[src/rtl/calc_pkg.sv]
// calc_pkg: shared encodings and helpers for the calculator result display path
package calc_pkg;
  localparam int RES_W = 8;
  localparam int NDIG  = 3;
  localparam logic [1:0] ST_IDLE  = 2'd0;
  localparam logic [1:0] ST_SHIFT = 2'd1;
  localparam logic [1:0] ST_LATCH = 2'd2;
  localparam logic [6:0] SEG_MINUS = 7'b1000000;
  localparam logic [6:0] SEG_BLANK = 7'h00;
  localparam logic [9:0][6:0] SEG_DIGIT = {7'h6F, 7'h7F, 7'h07, 7'h7D, 7'h6D,
                                           7'h66, 7'h4F, 7'h5B, 7'h06, 7'h3F};
  // Double-dabble correction applied before each left shift
  function automatic logic [NDIG*4-1:0] dd_adjust(input logic [NDIG*4-1:0] b);
    logic [NDIG*4-1:0] r;
    for (int i = 0; i < NDIG; i++)
      r[i*4+:4] = b[i*4+:4] >= 4'd5 ? b[i*4+:4] + 4'd3 : b[i*4+:4];
    return r;
  endfunction
endpackage

[src/rtl/calc_result_display_if.sv]
// calc_result_display_if: result handshake and display pins of the result display
interface calc_result_display_if;
  import calc_pkg::*;
  logic [RES_W-1:0]  res;
  logic              sign;
  logic              load;
  logic              busy;
  logic              done;
  logic [NDIG*4-1:0] digits;
  logic              neg;
  logic [6:0]        seg;
  logic [3:0]        an;
  modport master (output res, sign, load, input busy, done, digits, neg, seg, an);
  modport slave  (input res, sign, load, output busy, done, digits, neg, seg, an);
endinterface

[src/rtl/seg7_decode.sv]
// seg7_decode: BCD digit to active-high {g,f,e,d,c,b,a} pattern with blanking
module seg7_decode
  import calc_pkg::*;
(
  input  logic [3:0] bcd_i,
  input  logic       blank_i,
  output logic [6:0] seg_o
);
  assign seg_o = (blank_i || bcd_i > 4'd9) ? SEG_BLANK : SEG_DIGIT[bcd_i];
endmodule

[src/rtl/calc_result_display.sv]
// calc_result_display: sample result, convert to BCD by double-dabble, scan a 4-digit display
module calc_result_display
  import calc_pkg::*;
#(
  parameter int unsigned REFRESH_DIV = 50000
) (
  input logic clk,
  input logic rst_n,
  calc_result_display_if.slave bus
);
  localparam int PW = $clog2(REFRESH_DIV);
  localparam logic [PW-1:0] PRE_LAST = PW'(REFRESH_DIV - 1);
  logic [1:0]        state_q, state_d;
  logic [RES_W-1:0]  bin_q, bin_d;
  logic [NDIG*4-1:0] bcd_q, bcd_d, adj;
  logic [2:0]        cnt_q, cnt_d;
  logic              sign_q, sign_d;
  logic [NDIG*4-1:0] digits_q, digits_d;
  logic              neg_q, neg_d;
  logic              done_q, done_d;
  logic [PW-1:0]     pre_q, pre_d;
  logic [1:0]        idx_q, idx_d;
  logic [6:0]        seg_q, seg_d, dec_seg;
  logic [3:0]        an_q, an_d;
  logic [3:0]        nib;
  logic              blank;
  always_comb begin
    adj      = dd_adjust(bcd_q);
    state_d  = state_q;
    bin_d    = bin_q;
    bcd_d    = bcd_q;
    cnt_d    = cnt_q;
    sign_d   = sign_q;
    digits_d = digits_q;
    neg_d    = neg_q;
    done_d   = 1'b0;
    if (state_q == ST_IDLE && bus.load) begin
      bin_d   = bus.res;
      sign_d  = bus.sign;
      bcd_d   = '0;
      cnt_d   = '0;
      state_d = ST_SHIFT;
    end else if (state_q == ST_SHIFT) begin
      {bcd_d, bin_d} = {adj, bin_q} << 1;
      cnt_d   = cnt_q + 3'd1;
      state_d = cnt_q == 3'd7 ? ST_LATCH : ST_SHIFT;
    end else if (state_q == ST_LATCH) begin
      digits_d = bcd_q;
      neg_d    = sign_q;
      done_d   = 1'b1;
      state_d  = ST_IDLE;
    end else if (state_q != ST_IDLE) begin
      state_d = ST_IDLE;
    end
  end
  // Leading-zero suppression: units always shown, tens only blank when hundreds is too
  always_comb begin
    pre_d = pre_q == PRE_LAST ? '0 : pre_q + 1'b1;
    idx_d = pre_q == PRE_LAST ? idx_q + 2'd1 : idx_q;
    nib   = idx_q == 2'd2 ? digits_q[11:8] : idx_q == 2'd1 ? digits_q[7:4] : digits_q[3:0];
    blank = idx_q == 2'd2 ? digits_q[11:8] == 4'd0 :
            idx_q == 2'd1 ? digits_q[11:4] == 8'd0 : 1'b0;
    seg_d = idx_q == 2'd3 ? (neg_q ? SEG_MINUS : SEG_BLANK) : dec_seg;
    an_d  = ~(4'b0001 << idx_q);
  end
  seg7_decode u_dec (.bcd_i(nib), .blank_i(blank), .seg_o(dec_seg));
  always_ff @(posedge clk or negedge rst_n) begin
    if (!rst_n) begin
      state_q  <= ST_IDLE;
      bin_q    <= '0;
      bcd_q    <= '0;
      cnt_q    <= '0;
      sign_q   <= 1'b0;
      digits_q <= '0;
      neg_q    <= 1'b0;
      done_q   <= 1'b0;
      pre_q    <= '0;
      idx_q    <= '0;
      seg_q    <= SEG_DIGIT[0];
      an_q     <= 4'b1110;
    end else begin
      state_q  <= state_d;
      bin_q    <= bin_d;
      bcd_q    <= bcd_d;
      cnt_q    <= cnt_d;
      sign_q   <= sign_d;
      digits_q <= digits_d;
      neg_q    <= neg_d;
      done_q   <= done_d;
      pre_q    <= pre_d;
      idx_q    <= idx_d;
      seg_q    <= seg_d;
      an_q     <= an_d;
    end
  end
  assign bus.busy   = state_q != ST_IDLE;
  assign bus.done   = done_q;
  assign bus.digits = digits_q;
  assign bus.neg    = neg_q;
  assign bus.seg    = seg_q;
  assign bus.an     = an_q;
endmodule

[src/flat_wrapper.sv]
// flat-port wrapper written by rule: the top's interface ports become plain ports
module calc_result_display_flat import calc_pkg::*;
#(
  parameter int unsigned REFRESH_DIV = 50000
)
  (clk, rst_n, bus_res, bus_sign, bus_load, bus_busy, bus_done, bus_digits, bus_neg, bus_seg, bus_an);
  calc_result_display_if bus_i ();
  input logic clk;
  input logic rst_n;
  input wire logic [$bits(bus_i.res)-1:0] bus_res;
  input wire logic [$bits(bus_i.sign)-1:0] bus_sign;
  input wire logic [$bits(bus_i.load)-1:0] bus_load;
  output wire logic [$bits(bus_i.busy)-1:0] bus_busy;
  output wire logic [$bits(bus_i.done)-1:0] bus_done;
  output wire logic [$bits(bus_i.digits)-1:0] bus_digits;
  output wire logic [$bits(bus_i.neg)-1:0] bus_neg;
  output wire logic [$bits(bus_i.seg)-1:0] bus_seg;
  output wire logic [$bits(bus_i.an)-1:0] bus_an;
  assign bus_i.res = bus_res;
  assign bus_i.sign = bus_sign;
  assign bus_i.load = bus_load;
  assign bus_busy = bus_i.busy;
  assign bus_done = bus_i.done;
  assign bus_digits = bus_i.digits;
  assign bus_neg = bus_i.neg;
  assign bus_seg = bus_i.seg;
  assign bus_an = bus_i.an;
  calc_result_display #(.REFRESH_DIV(REFRESH_DIV)) u_core (.clk(clk), .rst_n(rst_n), .bus(bus_i));
endmodule
[config.mk]
export PLATFORM = sky130hd
export DESIGN_NAME = calc_result_display_flat
export DESIGN_NICKNAME = d
export VERILOG_FILES = /design/src/rtl/calc_pkg.sv /design/src/rtl/calc_result_display_if.sv /design/src/rtl/seg7_decode.sv /design/src/rtl/calc_result_display.sv /design/src/flat_wrapper.sv
export SDC_FILE = /design/constraint.sdc
export NUM_CORES = 1
export LEC_CHECK = 0
export CORE_ASPECT_RATIO = 0.8
export CORE_MARGIN = 3
export CORE_UTILIZATION = 50
export DETAILED_ROUTE_END_ITERATION = 16
export PLACE_DENSITY_LB_ADDON = 0.25
export SYNTH_ARGS = -nofsm -noshare
export SYNTH_HDL_FRONTEND = slang
export SYNTH_SLANG_ARGS = --single-unit
[constraint.sdc]
create_clock -name clk -period 1.92 [get_ports clk]
set_input_delay 0.192 -clock clk [delete_from_list [all_inputs] [get_ports clk]]
set_output_delay 0.192 -clock clk [all_outputs]
set_load 0.01 [all_outputs]
Word-level counts from Yosys, hierarchy flattened:

Memories as Yosys holds them, arrays and structs flattened.
Cells that the tools add are included.

* memories kept: 1
* flip-flop bits (word level): 69
* output and inout bits: 26
* word-level logic and storage cells: 70
* input bits: 12
* memory bits (read-only): 112

Memory list
* (no name shown): depth 16, bits a word 7, rd ports 1, clocked after memory_dff 0, write ports 0, RTL line seg7_decode.sv:9 `assign seg_o = (blank_i || bcd_i > 4'd9) ? SEG_BLANK : SEG_DIGIT[bcd_i];`

* bitwise gates (word level): 3
* equal/unequal tests: 7
* reductions and logical operators: 9
* add/subtract/negate cells: 6
* mux-type cells: 26
* shifts and indexed selects: 1
* $lt $le $gt $ge: 5

Operators with widths (count)
* 7-bit 2-to-1 mux: 4
* 12-bit 2-to-1 mux: 2
* 16-bit by 1-bit adder with 16-bit output (second input constant): 1
* 16-bit equality test (second input constant): 1
* 16-bit 2-to-1 mux: 1
* 4-bit 2-to-1 mux: 4
* 8-bit 2-to-1 mux: 2
* 4-bit by 3-bit >= comparator with 1-bit output (second input constant): 3
* 2-bit 2-to-1 mux: 5
* 3-bit 2-to-1 mux: 3
* 4-bit by 2-bit adder with 4-bit output (second input constant): 2
* 8-bit zero test: 1
* 2-bit equality test (second input constant): 3
* 4-bit by 5-bit less-than comparator with 1-bit output (second input constant): 1
* 1-bit 2-to-1 mux: 5
* 2-bit by 1-bit equality test with 1-bit output (second input constant): 2
* 4-bit greater-than comparator (second input constant): 1
* 4-bit zero test: 1
* 4-bit NOT: 1
* 2-bit nonzero test: 2
* 4-bit nonzero test: 1
* 1-bit by 2-bit left shift with 4-bit output (first input constant): 1
* 3-bit by 1-bit adder with 3-bit output (second input constant): 1
* 3-bit by 2-bit adder with 3-bit output (second input constant): 1
* other kinds (7): 8

Longest topological paths before layout:

* word-level depth: 7
* mapped depth: 10
* mapped depth without buffers: 9

Hierarchy:

From an unflattened synthesis, not the netlist that was laid out.

* cells, all modules: 329
* area total of the unflattened synthesis: 3488.3 um2

Modules (own cells, without submodules)
* calc_result_display: sequential area each 1737.9 um2, cells each 303, times used 1, area each 3280.6 um2
* seg7_decode: sequential area each 0.0 um2, cells each 26, times used 1, area each 207.7 um2

Worst setup path before layout:

Ideal clock, no wire load.

* kind: register to register
* start point: register u_core.idx_q[1]
* end point: register u_core.seg_q[0] (netlist: u_core.bus.seg[0])
* cell stages (with the launch flop): 11
* required time: 1.815 ns
* path slack: -0.072 ns
* setup time: 0.105 ns
* path buffers: 1
* arrival time: 1.887 ns
* period minus slack after synthesis: 1.992 ns
* cell sequence: dfrtp_1 -> inv_1 -> ha_1 -> buf_6 -> mux2i_1 -> o21ai_2 -> inv_1 -> ha_1 -> o21bai_2 -> a21oi_1 -> a2111oi_2

* cells in the longest elaborated chain, start to end: 7
* elaborated cells between the ends (all ways): 13
* those cells by class: 1 x order compare; 3 x eq/ne; 7 x mux; 1 x reduce/logical; 1 x memory

Ends and longest elaborated chain
* from (decl): RTL line calc_result_display.sv:22 `logic [1:0] idx_q, idx_d;`
* from (signal assigned): RTL line calc_result_display.sv:91 `idx_q <= idx_d;`
* 2-bit by 1-bit equality test with 1-bit output: RTL line calc_result_display.sv:60, calc_result_display.sv:62
* 4-bit 2-to-1 mux (2 in a row): RTL line calc_result_display.sv:60 `nib = idx_q == 2'd2 ? digits_q[11:8] : idx_q == 2'd1 ? digits_q[7:4] : digits_q[3:0];`
* memory 16 x 7 bit or 4-bit greater-than comparator (tied branches)
* 7-bit 2-to-1 mux (not written as such) or 1-bit logical OR (tied branches): RTL line seg7_decode.sv:9
* 7-bit 2-to-1 mux: RTL line seg7_decode.sv:9
* 7-bit 2-to-1 mux (*): RTL line calc_result_display.sv:63 `seg_d = idx_q == 2'd3 ? (neg_q ? SEG_MINUS : SEG_BLANK) : dec_seg;`
* net u_core.seg_d[0]: RTL line calc_result_display.sv:23 `logic [6:0] seg_q, seg_d, dec_seg;`
* to (signal assigned): RTL line calc_result_display.sv:79 `seg_q <= SEG_DIGIT[0];`
* to (signal assigned): RTL line calc_result_display.sv:92 `seg_q <= seg_d;`
* to (decl): RTL line calc_result_display.sv:23

Mark *: on every way through the listed nets, which the timed path passes. The rest lies on a longest branch. The select of a mux whose other input is x is not followed.
A chain may end at the register's enable or synchronous reset.

Worst setup path after layout:

* start point: register u_core.idx_q[0]
* end point: register u_core.seg_q[6] (netlist: u_core.bus.seg[6])

The elaborated chain is that of the path after synthesis.

==> out/results.tsv <==
stage	metric	value	unit
outcome	run_status	complete, no violations	
setup_path	cp_max_fo	8	
floorplanning	start_util	53.9	%
setup_path	cpLargestDelayFamily	multiplexers	
placed_design	gp_congestion	0.890	
cts	ctsRootBufferMaster	clkbuf_8	
cts	clock_sinks	69	
setup_path	r2r_end	u_core.bus.seg[6]$_DFF_PN0_	
layout	final_core_utilization	67.0	%
layout	fin_area	0.00413	mm2
setup_path	cp_data_required_time	2.15	ns
layout	diodes	0	
grt	grt_usage	18.2	%
synth	syn_area_per_cell	10.6	um2
layout	drive_above_1_share	21.6	%
placed_design	dp_hpwl	4500	um
pwr	powerDensity	1250	mW/mm2
sta	period_minus_slack	1.85	ns
synth	synthCells	313	
route	ant_nets	0	
pwr	ir_worst_vdd	0.000544	V
grt	antenna_found_initial	0	
floorplanning	fp-row-count	25	
route	vias_per_cell	5.33	
grt	grt_max_degree	70	
setup_path	cpMaxStageDelayCell	dfrtp_1	
sta	holdWs	0.400	ns
sta	slew-limit-headroom	60.6	%
cts	ctsHtreeMaxLevel	3	
synth	synth-edff-count	0	
setup_path	end_kind	flop	
cts	path_clk_slew	0.07	ns
setup_path	cp_cell_sequence	ha_4 > buf_4 > mux2_4 > mux2i_4 > a21oi_2 > o41ai_2	
synth	synthArstFlopShare	100	%
route	wl_per_cell	14.2	um
sta	drv_slew	0	
route	drc_errors	0	
synth	yosys.area.top_type	dfrtp_1	
setup_path	start_kind	flop	
route	wirelength	6430	um
floorplanning	core_area	0.00616	mm2
synth	synth_most_common_cell	dfrtp_1	
pwr	p_leak	1.80	nW
setup_path	worst-r2r-setup-slack	0.07	ns
sta	rsz0062_at_grt	true	
setup_path	critPathArrivalTime	2.07	ns
synth	ys_seq_elements	69	
synth	synth_flop_cell	dfrtp_1	
layout	nets	394	
synth	syn_area	0.00332	mm2
cts	cts_inserted_buffers	9	
placed_design	io_buffers	37	
route	drt_iter0_drc	127	
placed_design	place_area	0.00387	mm2
route	vias	2409	
synth	synthTopCellsByArea	dfrtp_1 (45%), dfstp_2 (7.1%), ha_1 (6.0%), mux2_2 (4.7%), nand2_1 (4.0%)	
grt	grt.overflow.total	0	
synth	netlist.area_leader.share	45.2	%
setup_path	r2r-start	u_core.idx_q[0]$_DFFE_PN0N_	
synth	yosys_warnings	0	
sta	setup_viol	0	
route	drt_pass1_iterations	4	
cts	cts_tree	done	
grt	grt_pass1_vias	2347	
min_path	holdCritPathClass	in2async	
synth	syn_nets	341	
sta	fmax	541	MHz
synth	synth_commonest_cells	dfrtp_1 (60), nand2_1 (35), o21ai_0 (25), nor2_1 (21), inv_1 (20)	
floorplanning	fp.dieH	78.9	um
setup_path	r2r_cells	6	
floorplanning	io_pins	38	
layout	fill_cells	461	
sta	hold_viol	0	
floorplanning	dieArea	0.00767	mm2
cts	cts_buffer_depth	2	
sta	period_share	96.2	%
synth	yosysUniqueCellTypes	46	
setup_path	worst-path-buf-inv	1	
cts	clock_latency	0.33	ns
sta	clock_skew	0.00781	ns
placed_design	pre_cts_ws	-0.0267	ns
flow_run	cap_violations	0	
grt	grt_pass1_wl	11100	um
sta	worst_pin_slew	0.589	ns
layout	synthToLayoutAreaGrowth	24.3	%
sta	setup_slack	0.0726	ns
setup_path	criticalPathCategory	reg2reg	
synth	yosysSeqAreaShare	52.3	%
floorplanning	die_w	97.2	um
setup_path	critPathMaxStageDelay	0.44	ns
==> layout by cell type (no fill, tap or decap), types with 3 or more instances in the layout <==
cell / synthesis / layout
xnor2_1: 13 / 13
clkbuf_8: 0 / 10
a22o_1: 3 / 3
o21ai_0: 25 / 25
dfrtp_1: 60 / 60
a22oi_1: 7 / 7
nand2b_1: 4 / 4
nand3_1: 8 / 8
inv_2: 0 / 3
clkdlybuf4s50_1: 0 / 36
nor2_2: 2 / 3
xor2_1: 7 / 7
nor3_1: 9 / 9
dfstp_2: 9 / 9
mux2_2: 14 / 14
nor2b_1: 3 / 3
a21oi_1: 14 / 12
nor2_1: 21 / 20
buf_4: 1 / 13
inv_1: 20 / 17
nand2_1: 35 / 34
ha_1: 16 / 13
==> logic make-up (layout without fill, tap and decap cells) <==
logic type	after synthesis	in the layout	synth area share [%]
mux	19	19	6.77
fa+ha+maj	16	16	6.02
buf+inv	31	89	3.95
xor+xnor	20	20	5.27
flops	69	69	52.3
simple gates	97	97	14.1
compound gates	61	61	11.6
==> stage by stage <==
step	setup TNS (ns)	power, mW	cells
3_5_place_dp	-0.0267	3.98	434
3_3_place_gp	0	3.90	434
2_1_floorplan	0	3.28	313
5_1_grt	-0.0282	5.51	452
4_1_cts	0	5.16	451
6_report	0	5.16	452
==> worst min-delay path: stages <==
cell	delay, ns
dlygate4sd3_1	0.52
buf_2	0.12
buf_12	0.30
==> timing repair <==
item | 4_1_cts | 5_1_grt
endpoints found under the setup margin | 3 | 7
setup buffers | 0 | 1
hold endpoints to repair | 60 | 0
gates resized for setup | 4 | 9
cloned | 0 | 0
hold buffers | 1 | 0
pin swaps | 0 | 0
==> worst max path at each step <==
stage / start / to / slack, ns / depth (start not counted)
after floorplan: u_core.idx_q[1]$_DFFE_PN0N_ / u_core.bus.seg[2]$_DFF_PN1_ / 0.002 / 10
after global placement: u_core.idx_q[1]$_DFFE_PN0N_ / u_core.bus.seg[6]$_DFF_PN0_ / 0.07 / 7
after detailed placement: u_core.idx_q[1]$_DFFE_PN0N_ / u_core.bus.seg[6]$_DFF_PN0_ / -0.03 / 9
after CTS: u_core.idx_q[1]$_DFFE_PN0N_ / u_core.bus.seg[6]$_DFF_PN0_ / 0.05 / 9
after global routing: u_core.idx_q[1]$_DFFE_PN0N_ / u_core.bus.seg[2]$_DFF_PN1_ / -0.01 / 9
final: u_core.idx_q[0]$_DFFE_PN0N_ / u_core.bus.seg[6]$_DFF_PN0_ / 0.07 / 6
==> final cells by class <==
type / count / area (um2) / share of cell area [%]
multi-input combinational: 213 / 1520 / 36.8
tap: 81 / 101 / 2.45
timing repair buffer: 53 / 504 / 12.2
inverter: 20 / 75.1 / 1.82
sequential: 69 / 1740 / 42.1
clock inverter: 4 / 47.5 / 1.15
clock buffer: 12 / 145 / 3.51
==> layer usage <==
| layer | up-vias | part of all wire [%] | global-route usage (%) |
|---|---|---|---|
| li1 | 1174 | - | - |
| met1 | 1176 | 47 | 24.0 |
| met2 | 52 | 47 | 28.9 |
| met3 | 7 | 4.7 | 5.00 |
| met4 | 0 | 1.1 | 6.59 |
| met5 | - | 0 | 0 |
==> sequential cells by signal (all words and copies together), names as in the netlist <==
register           cells
u_core.sign_q          1
u_core.bus.digits     12
u_core.pre_q          16
u_core.bus.neg         1
u_core.idx_q           2
u_core.bcd_q          12
u_core.state_q         2
u_core.bus.an          4
u_core.cnt_q           3
u_core.bus.seg         7
u_core.bus.done        1
u_core.bin_q           8
==> power by group <==
group	total (mW)	switching, mW	internal, mW
sequential	2.14	0.317	1.83
combinational	1.88	0.931	0.946
clock	1.14	0.505	0.632
No activity file was read; power rests on OpenSTA's default activity.
